==> src/rtl/cnt_match_timer_pkg.sv <==
// Shared encodings and default widths for the counter consumer blocks.
// Keeping them here keeps the counter and its consumers width-consistent.
package cnt_match_timer_pkg;

  localparam int N_DEF = 4;
  localparam int W_DEF = 8;

  typedef enum logic [1:0] {
    ST_IDLE  = 2'd0,
    ST_ARMED = 2'd1,
    ST_DONE  = 2'd2
  } state_t;

endpackage

==> src/rtl/cnt_adv_detect.sv <==
// Tracks the previous counter sample and flags advances and all-ones -> 0 wraps.
// Reusable by any consumer of a counter Q bus.
module cnt_adv_detect
  import cnt_match_timer_pkg::*;
#(
  parameter int N = N_DEF
) (
  input  logic         CLK,
  input  logic         EN,
  input  logic [N-1:0] CNT,
  output logic [N-1:0] prev,
  output logic         adv,
  output logic         wrap_evt
);

  logic prev_valid;

  always_ff @(posedge CLK or negedge EN) begin
    if (!EN) begin
      prev       <= '0;
      prev_valid <= 1'b0;
    end else begin
      prev       <= CNT;
      prev_valid <= 1'b1;
    end
  end

  // The first edge after clear only seeds prev, so no event can fire on it.
  assign adv      = prev_valid & (CNT != prev);
  assign wrap_evt = adv & (&prev) & (CNT == '0);

endmodule

==> src/rtl/cnt_match_timer.sv <==
// Match/wrap timer on a counter Q bus: HIT/WRAP pulses, saturating wrap tally,
// and an arm/fire FSM for periodic or one-shot operation.
//
// state    | meaning
// ---------+-------------------------------------------------------------
// ST_IDLE  | not armed; matches ignored, waiting for ARM
// ST_ARMED | armed; a match pulses HIT, then stays (MODE=0) or fires (MODE=1)
// ST_DONE  | one-shot has fired; matches ignored until re-armed
module cnt_match_timer
  import cnt_match_timer_pkg::*;
#(
  parameter int N = N_DEF,
  parameter int W = W_DEF
) (
  input  logic         CLK,
  input  logic         EN,
  input  logic [N-1:0] CNT,
  input  logic [N-1:0] MATCH,
  input  logic         ARM,
  input  logic         MODE,
  output logic         HIT,
  output logic         WRAP,
  output logic [W-1:0] WRAPS,
  output logic         BUSY
);

  state_t       state;
  logic [N-1:0] prev;
  logic         adv;
  logic         wrap_evt;
  logic         match_evt;
  logic         arm_acc;

  cnt_adv_detect #(.N(N)) u_adv (
    .CLK      (CLK),
    .EN       (EN),
    .CNT      (CNT),
    .prev     (prev),
    .adv      (adv),
    .wrap_evt (wrap_evt)
  );

  assign match_evt = adv & (CNT == MATCH);
  // The unused code 3 does not accept ARM; it only recovers to idle.
  assign arm_acc   = ARM & ~(&state);

  always_ff @(posedge CLK or negedge EN) begin
    if (!EN) begin
      state <= ST_IDLE;
      HIT   <= 1'b0;
      BUSY  <= 1'b0;
    end else begin
      HIT <= 1'b0;
      case (state)
        ST_IDLE: begin
          if (ARM) begin
            state <= ST_ARMED;
            BUSY  <= 1'b1;
          end
        end
        ST_ARMED: begin
          // A re-arm wins over a coincident match and swallows its HIT.
          if (!ARM && match_evt) begin
            HIT <= 1'b1;
            if (MODE) begin
              state <= ST_DONE;
              BUSY  <= 1'b0;
            end
          end
        end
        ST_DONE: begin
          if (ARM) begin
            state <= ST_ARMED;
            BUSY  <= 1'b1;
          end
        end
        default: begin
          state <= ST_IDLE;
          BUSY  <= 1'b0;
        end
      endcase
    end
  end

  always_ff @(posedge CLK or negedge EN) begin
    if (!EN) begin
      WRAP  <= 1'b0;
      WRAPS <= '0;
    end else begin
      WRAP <= wrap_evt;
      if (arm_acc)
        WRAPS <= '0;
      else if (wrap_evt && (WRAPS != {W{1'b1}}))
        WRAPS <= WRAPS + 1'b1;
    end
  end

endmodule
==> config.mk <==
export PLATFORM = sky130hd
export DESIGN_NAME = cnt_match_timer
export DESIGN_NICKNAME = d
export VERILOG_FILES = /design/src/rtl/cnt_match_timer_pkg.sv /design/src/rtl/cnt_adv_detect.sv /design/src/rtl/cnt_match_timer.sv
export SDC_FILE = /design/constraint.sdc
export NUM_CORES = 1
export LEC_CHECK = 0
export ABC_AREA = 1
export CAP_MARGIN = 20
export CORE_ASPECT_RATIO = 1.1
export CORE_UTILIZATION = 28
export DETAILED_ROUTE_END_ITERATION = 10
export PLACE_DENSITY = 0.48
export SETUP_SLACK_MARGIN = 0.15
export SYNTH_ARGS = -nofsm -noshare
export SYNTH_HDL_FRONTEND = slang
export SYNTH_SLANG_ARGS = --single-unit
export TNS_END_PERCENT = 20
==> constraint.sdc <==
create_clock -name CLK -period 2 [get_ports CLK]
set_clock_uncertainty 0.2 [all_clocks]
set_input_delay 0.4 -clock CLK [delete_from_list [all_inputs] [get_ports CLK]]
set_output_delay 0.4 -clock CLK [all_outputs]
set_load 0.02 [all_outputs]
==> results of run 1 <==
==> power by group through the flow <==
| stage | sequential (mW) | clock, mW | combinational, mW |
|---|---|---|---|
| 6_report | 0.376 | 0.230 | 0.0962 |
| 4_1_cts | 0.376 | 0.242 | 0.0987 |
| 3_5_place_dp | 0.383 | 0 | 0.0985 |
| 5_1_grt | 0.377 | 0.263 | 0.109 |
| 3_3_place_gp | 0.383 | 0 | 0.0976 |
| 2_1_floorplan | 0.384 | 0 | 0.0421 |
==> through the flow <==
stage	area (um^2)	instances	TNS, ns
floorplan	1020	127	0
global placement	1350	203	-1.50
detailed placement	1350	203	-1.75
CTS	1390	207	0
global route	1450	210	0
finish	1450	210	0
==> kinds of logic after synthesis <==
| family | count (synthesis) |
|---|---|
| fa+ha+maj | 1 |
| other cells | 1 |
| compound gates | 5 |
| buf+inv | 18 |
| simple gates | 78 |
| flops | 18 |
| xor+xnor | 6 |
==> registers in the layout, indices dropped and copies added (netlist names) <==
register	count
HIT	1
state	2
WRAP	1
u_adv.prev	4
u_adv.prev_valid	1
BUSY	1
WRAPS	8
==> Yosys cell counts (all sizes together) <==
library cell / n
nor3: 2
clkinv: 1
o2111ai: 1
xnor2: 2
dfrtp: 18
conb: 1
nor2: 11
o21bai: 1
clkbuf: 1
inv: 16
ha: 1
nand2: 38
nor4: 1
o211ai: 1
nor3b: 1
o21ai: 2
nand3: 18
nand3b: 5
xor2: 4
nand4: 1
or2: 1
==> metal layers <==
metal	global-route usage [%]	wire length (um)	up-vias
met5	0	0	-
met4	3.49	10	0
met3	3.54	112	2
met2	21.0	951	22
met1	15.1	970	422
li1	-	-	473
==> worst reg2reg max path: stages (launching register included) <==
cell      delay (ns)
dfrtp_1         0.43
ha_1            0.24
nand2_1         0.09
inv_2           0.05
nand3b_4        0.09
nor2_1          0.07
nor3b_4         0.19
buf_4           0.16
nand3_1         0.06
nand2_1         0.09
==> area by class of cell <==
type,instances,area (um^2)
Fill cell,378,1960
Timing Repair Buffer,32,325
Sequential cell,18,450
Inverter,17,63.8
Tap cell,48,60.1
Clock buffer,4,36.3
Multi-Input combinational cell,91,518
==> repair_timing <==
item	CTS	global route
buffers inserted	0	3
endpoints found under the setup margin	13	20
pin swaps	0	1
gates resized for setup	2	14
==> worst paths after layout <==
kind / endpoint / cells after the start / from
min: u_adv.prev[2] / 1 / CNT[2]
min reg2reg: BUSY / 2 / BUSY
max reg2reg: WRAPS[2] / 9 / WRAPS[0]
max: WRAPS[5] / 1 / WRAPS[5]
max in group asynchronous: state[0] / 2 / EN
min in group asynchronous: WRAPS[7] / 2 / EN
==> impl_metrics.tcl, run 1 <==
set metrics [dict create \
    status "complete, no violations" \
    crit_path_start_kind "register" \
    power.share.clock_pct 32.8 \
    drtPass1Iterations 3 \
    seq_power_share_pct 53.5 \
    drt_iter0_drc 41 \
    coreArea_um2 3410 \
    detailed_place_hpwl_um 1610 \
    reg2reg_slack_ns 0.27 \
    power.density_nw_per_um2 483 \
    critPathRequiredTime_ns 1.40 \
    cp_cell_sequence "dlygate4sd2_1" \
    pre_cts_ws_ns -0.183 \
    drv_cap 0 \
    io_buffers 22 \
    arrival_ns 1.14 \
    fin_crit_sh_pct 87.0 \
    yosysWarnings 0 \
    cts_sinks 18 \
    area_delta_synth_final_pct 41.9 \
    maxSlewHeadroom_pct 59.0 \
    ir_worst_vdd_uv 237 \
    seq_area_frac_synth_pct 44.0 \
    syn_nets 140 \
    setup_viol 0 \
    yosys.cell_types.count 26 \
    path_clk_slew_ns 0.11 \
    final_common_cell "nand2_1" \
    final_cell_mix "nand2_1 (34), dfrtp_1 (18), nand3_1 (18)" \
    synth-simple-area-share_pct 38.5 \
    synth_area_leaders "dfrtp_1 (44%), nand2_1 (12%), nand3_1 (8.8%)" \
    overflow 0 \
    synthMuxAreaShare_pct 0 \
    total_power_mw 0.703 \
    cp_top_family "flip-flops" \
    numCtsBuffers 3 \
    clockBufferDepth 2 \
    synth_compound_area_share_pct 4.27 \
    drc 0 \
    die_y_um 65.5 \
    synth_top_cell_area_share_pct 44.0 \
    netlist_instances 127 \
    fmax_mhz 575 \
    critPathMaxStageDelay_ns 0.48 \
    timing.hold.ws_ns 0.113 \
    cp.buffers_inverters 1 \
    drive_gt1_share_pct 19.8 \
    maxSlewViolCount 0 \
    chipWidth_um 59.7 \
    hold_viol 0 \
    n_antenna_cell 0 \
    yosys.area.top_type "dfrtp_1" \
    h-tree-depth 1 \
    cts_tree "done" \
    synth_top_family_by_area "simple AND/OR/NAND/NOR gates" \
    ys_ff_latch 18 \
    setup_ws_ns 0.260 \
    final_nets 176 \
    p_comb_share_pct 13.7 \
    gp_congestion 0.768 \
    crit_type "register to output port" \
    post-route-min-period_ns 1.74 \
    synth.avg_cell_area_um2 8.07 \
    slowest_stage "dfrtp_1" \
    wl_per_cell_um 9.73 \
    power.internal_mw 0.526 \
    num_vias 919 \
    via_per_inst 4.38 \
    switchingPower_mw 0.176 \
    postCtsHoldBufs 0 \
    p_leak_nw 0.932 \
    start_util_pct 30.0 \
    finalWirelength_um 2040 \
    path_max_fanout 5 \
    antenna_found_initial 0 \
    synth_fa_ha_area_share_pct 1.22 \
    worstSkewPairLatency_ns 0.29 \
    synthesis.area_um2 1020 \
    grt_max_degree 19 \
    worst_pin_slew_ns 0.616 \
    synthXorXnorAreaFrac_pct 5.13 \
    cts_root_buf "clkbuf_4" \
    ios 23 \
    dieArea_um2 3910 \
    grt_usage_pct 12.4 \
    rows 22 \
    grt_pass1_wl_um 3710 \
    crit_path_end_kind "output port" \
    hp-class "input pin to register" \
    grt_pass1_vias 890 \
    final_util_pct 42.6 \
    drtAntennaViolNets 0 \
    rsz0062_at_grt "false" \
    swShare_pct 25.1 \
]
Note: power is estimated with default switching activity, not from simulation.
==> run 2: changes to the inputs <==
- CTS_CLUSTER_DIAMETER: unset -> 80
- GPL_TIMING_DRIVEN: unset -> 0
- clock period: 2 -> 1.96 ns (I/O delays scaled with it)
==> run 2 against run 1 <==
Against the previous run: first-iteration DRC count fell by 22%; worst hold slack improved by 0.088 ns; final area fell by 6.1%; combinational power fell by 9.6%; highest routed layer is now met3.
==> impl_metrics.tcl, run 2 (synthesis gave the netlist of run 1 again) <==
set metrics [dict create \
    drt_iter0_drc 32 \
    ir_worst_vdd_uv 359 \
    die_y_um 65.5 \
    hp-class "input pin to register" \
    clockBufferDepth 2 \
    largest_registers "WRAPS x8, u_adv.prev x4, state x2" \
    rsz0062_at_grt "true" \
    fillers 371 \
    fmax_mhz 569 \
    dieArea_um2 3910 \
    worstSkewPairLatency_ns 0.30 \
    cts_root_buf "clkbuf_4" \
    cts_tree "done" \
    critPathMaxStageDelay_ns 0.42 \
    crit_type "register to output port" \
    start_util_pct 30.0 \
    final_nets 170 \
    multi_input_area_um2 527 \
    fin_crit_sh_pct 89.7 \
    area_delta_synth_final_pct 33.2 \
    rows 22 \
    status "complete, no violations" \
    final-seq-area_um2 450 \
    arrival_ns 1.17 \
    worst_pin_slew_ns 0.854 \
    largest_register_ffs 8 \
    timing.hold.ws_ns 0.202 \
    grt_pass1_vias 832 \
    finalWirelength_um 2120 \
    drv_cap 0 \
    crit_path_start_kind "register" \
    numCtsBuffers 3 \
    num_vias 867 \
    path_clk_slew_ns 0.12 \
    grt_usage_pct 12.0 \
    setup_viol 0 \
    wl_per_cell_um 10.4 \
    cp_cell_sequence "buf_4 -> dlygate4sd2_1" \
    gp_congestion 0.835 \
    drc 0 \
    post-route-min-period_ns 1.76 \
    maxSlewHeadroom_pct 42.9 \
    chipWidth_um 59.7 \
    antenna_found_initial 0 \
    coreArea_um2 3410 \
    hold_viol 0 \
    grt_max_degree 19 \
    drtAntennaViolNets 0 \
    ios 23 \
    tns_ns 0 \
    dp_cells 197 \
    critPathRequiredTime_ns 1.37 \
    detailed_place_hpwl_um 1540 \
    path_max_fanout 3 \
    crit_path_end_kind "output port" \
    drtPass1Iterations 4 \
    regMostFlops "WRAPS" \
    n_antenna_cell 0 \
    postCtsHoldBufs 0 \
    power.density_nw_per_um2 521 \
    final_cell_mix "nand2_1 (34), dfrtp_1 (18), nand3_1 (18)" \
    io_buffers 22 \
    final_common_cell "nand2_1" \
    drive_gt1_share_pct 17.9 \
    overflow 0 \
    p_leak_nw 0.746 \
    grt_pass1_wl_um 3570 \
    h-tree-depth 1 \
    layoutNonFillerInstCount 204 \
    via_per_inst 4.25 \
    cts_sinks 18 \
    slowest_stage "dfrtp_1" \
    maxSlewViolCount 0 \
    final_util_pct 40.0 \
]
==> run 2: cell types whose count changed in the layout (fill, tap and decap cells not counted) <==
cell / previous run / this run
clkbuf_1: 0 / 1
dlymetal6s2s_1: 13 / 0
ha_2: 0 / 1
o21bai_2: 0 / 1
buf_4: 10 / 3
nor2_1: 10 / 9
dlygate4sd2_1: 2 / 15
o21bai_1: 1 / 0
ha_1: 1 / 0
nor2_2: 1 / 2
==> run 2: worst paths after layout <==
kind	startpoint	end	slack [ns]	depth (start not counted)
setup / recovery	WRAPS[0]	WRAPS[0]	0.20	2
setup reg to reg	WRAPS[1]	WRAPS[7]	0.28	9
max in group asynchronous	EN	WRAPS[0]	0.67	1
hold / removal	CNT[2]	u_adv.prev[2]	0.20	1
min in group asynchronous	EN	WRAP	0.37	1
hold reg to reg	BUSY	BUSY	0.29	2
==> run 2: stage by stage <==
stage | instance area (um^2) | power, mW | setup slack (ns)
after detailed placement | 1310 | 0.481 | -0.226
after global placement | 1310 | 0.480 | -0.209
after CTS | 1330 | 0.724 | 0.169
final | 1370 | 0.711 | 0.202
after floorplan | 1020 | 0.434 | 0.246
after global routing | 1370 | 0.749 | 0.141
==> run 2: where the power goes <==
group          internal, mW  total, mW  leakage [nW]  switching [mW]
Combinational        0.0351     0.0870         0.490          0.0520
Sequential            0.379      0.384         0.235         0.00523
Clock                 0.113      0.240        0.0210           0.127
==> run 2: final cells by class <==
| cell class | instances | share of cell area [%] |
|---|---|---|
| Timing Repair Buffer | 25 | 16.4 |
| Tap cell | 48 | 4.40 |
| Sequential cell | 18 | 33.0 |
| Multi-Input combinational cell | 91 | 38.6 |
| Buffer | 1 | 0.275 |
| Clock buffer | 4 | 2.66 |
| Inverter | 17 | 4.67 |
==> run 2: repair_timing <==
action,4_1_cts,5_1_grt
hold endpoints to repair,0,0
resized for setup,16,3
setup endpoints to repair,20,11
pin swaps,0,1
setup buffers,0,3
==> run 2: critical path: cells and delay by family, from the launching register on <==
kind	cells	cell delay, ns
buf+inv	2	0.45
flops	1	0.42
==> run 2: metal layers <==
metal  share of wire [%]  vias to the layer above  GRT usage [%]
li1                    -                      460              -
met1                  47                      387           14.3
met2                  48                       20           21.0
met3                 4.3                        0           4.13
met4                   0                        0           1.74
met5                   0                        -              0
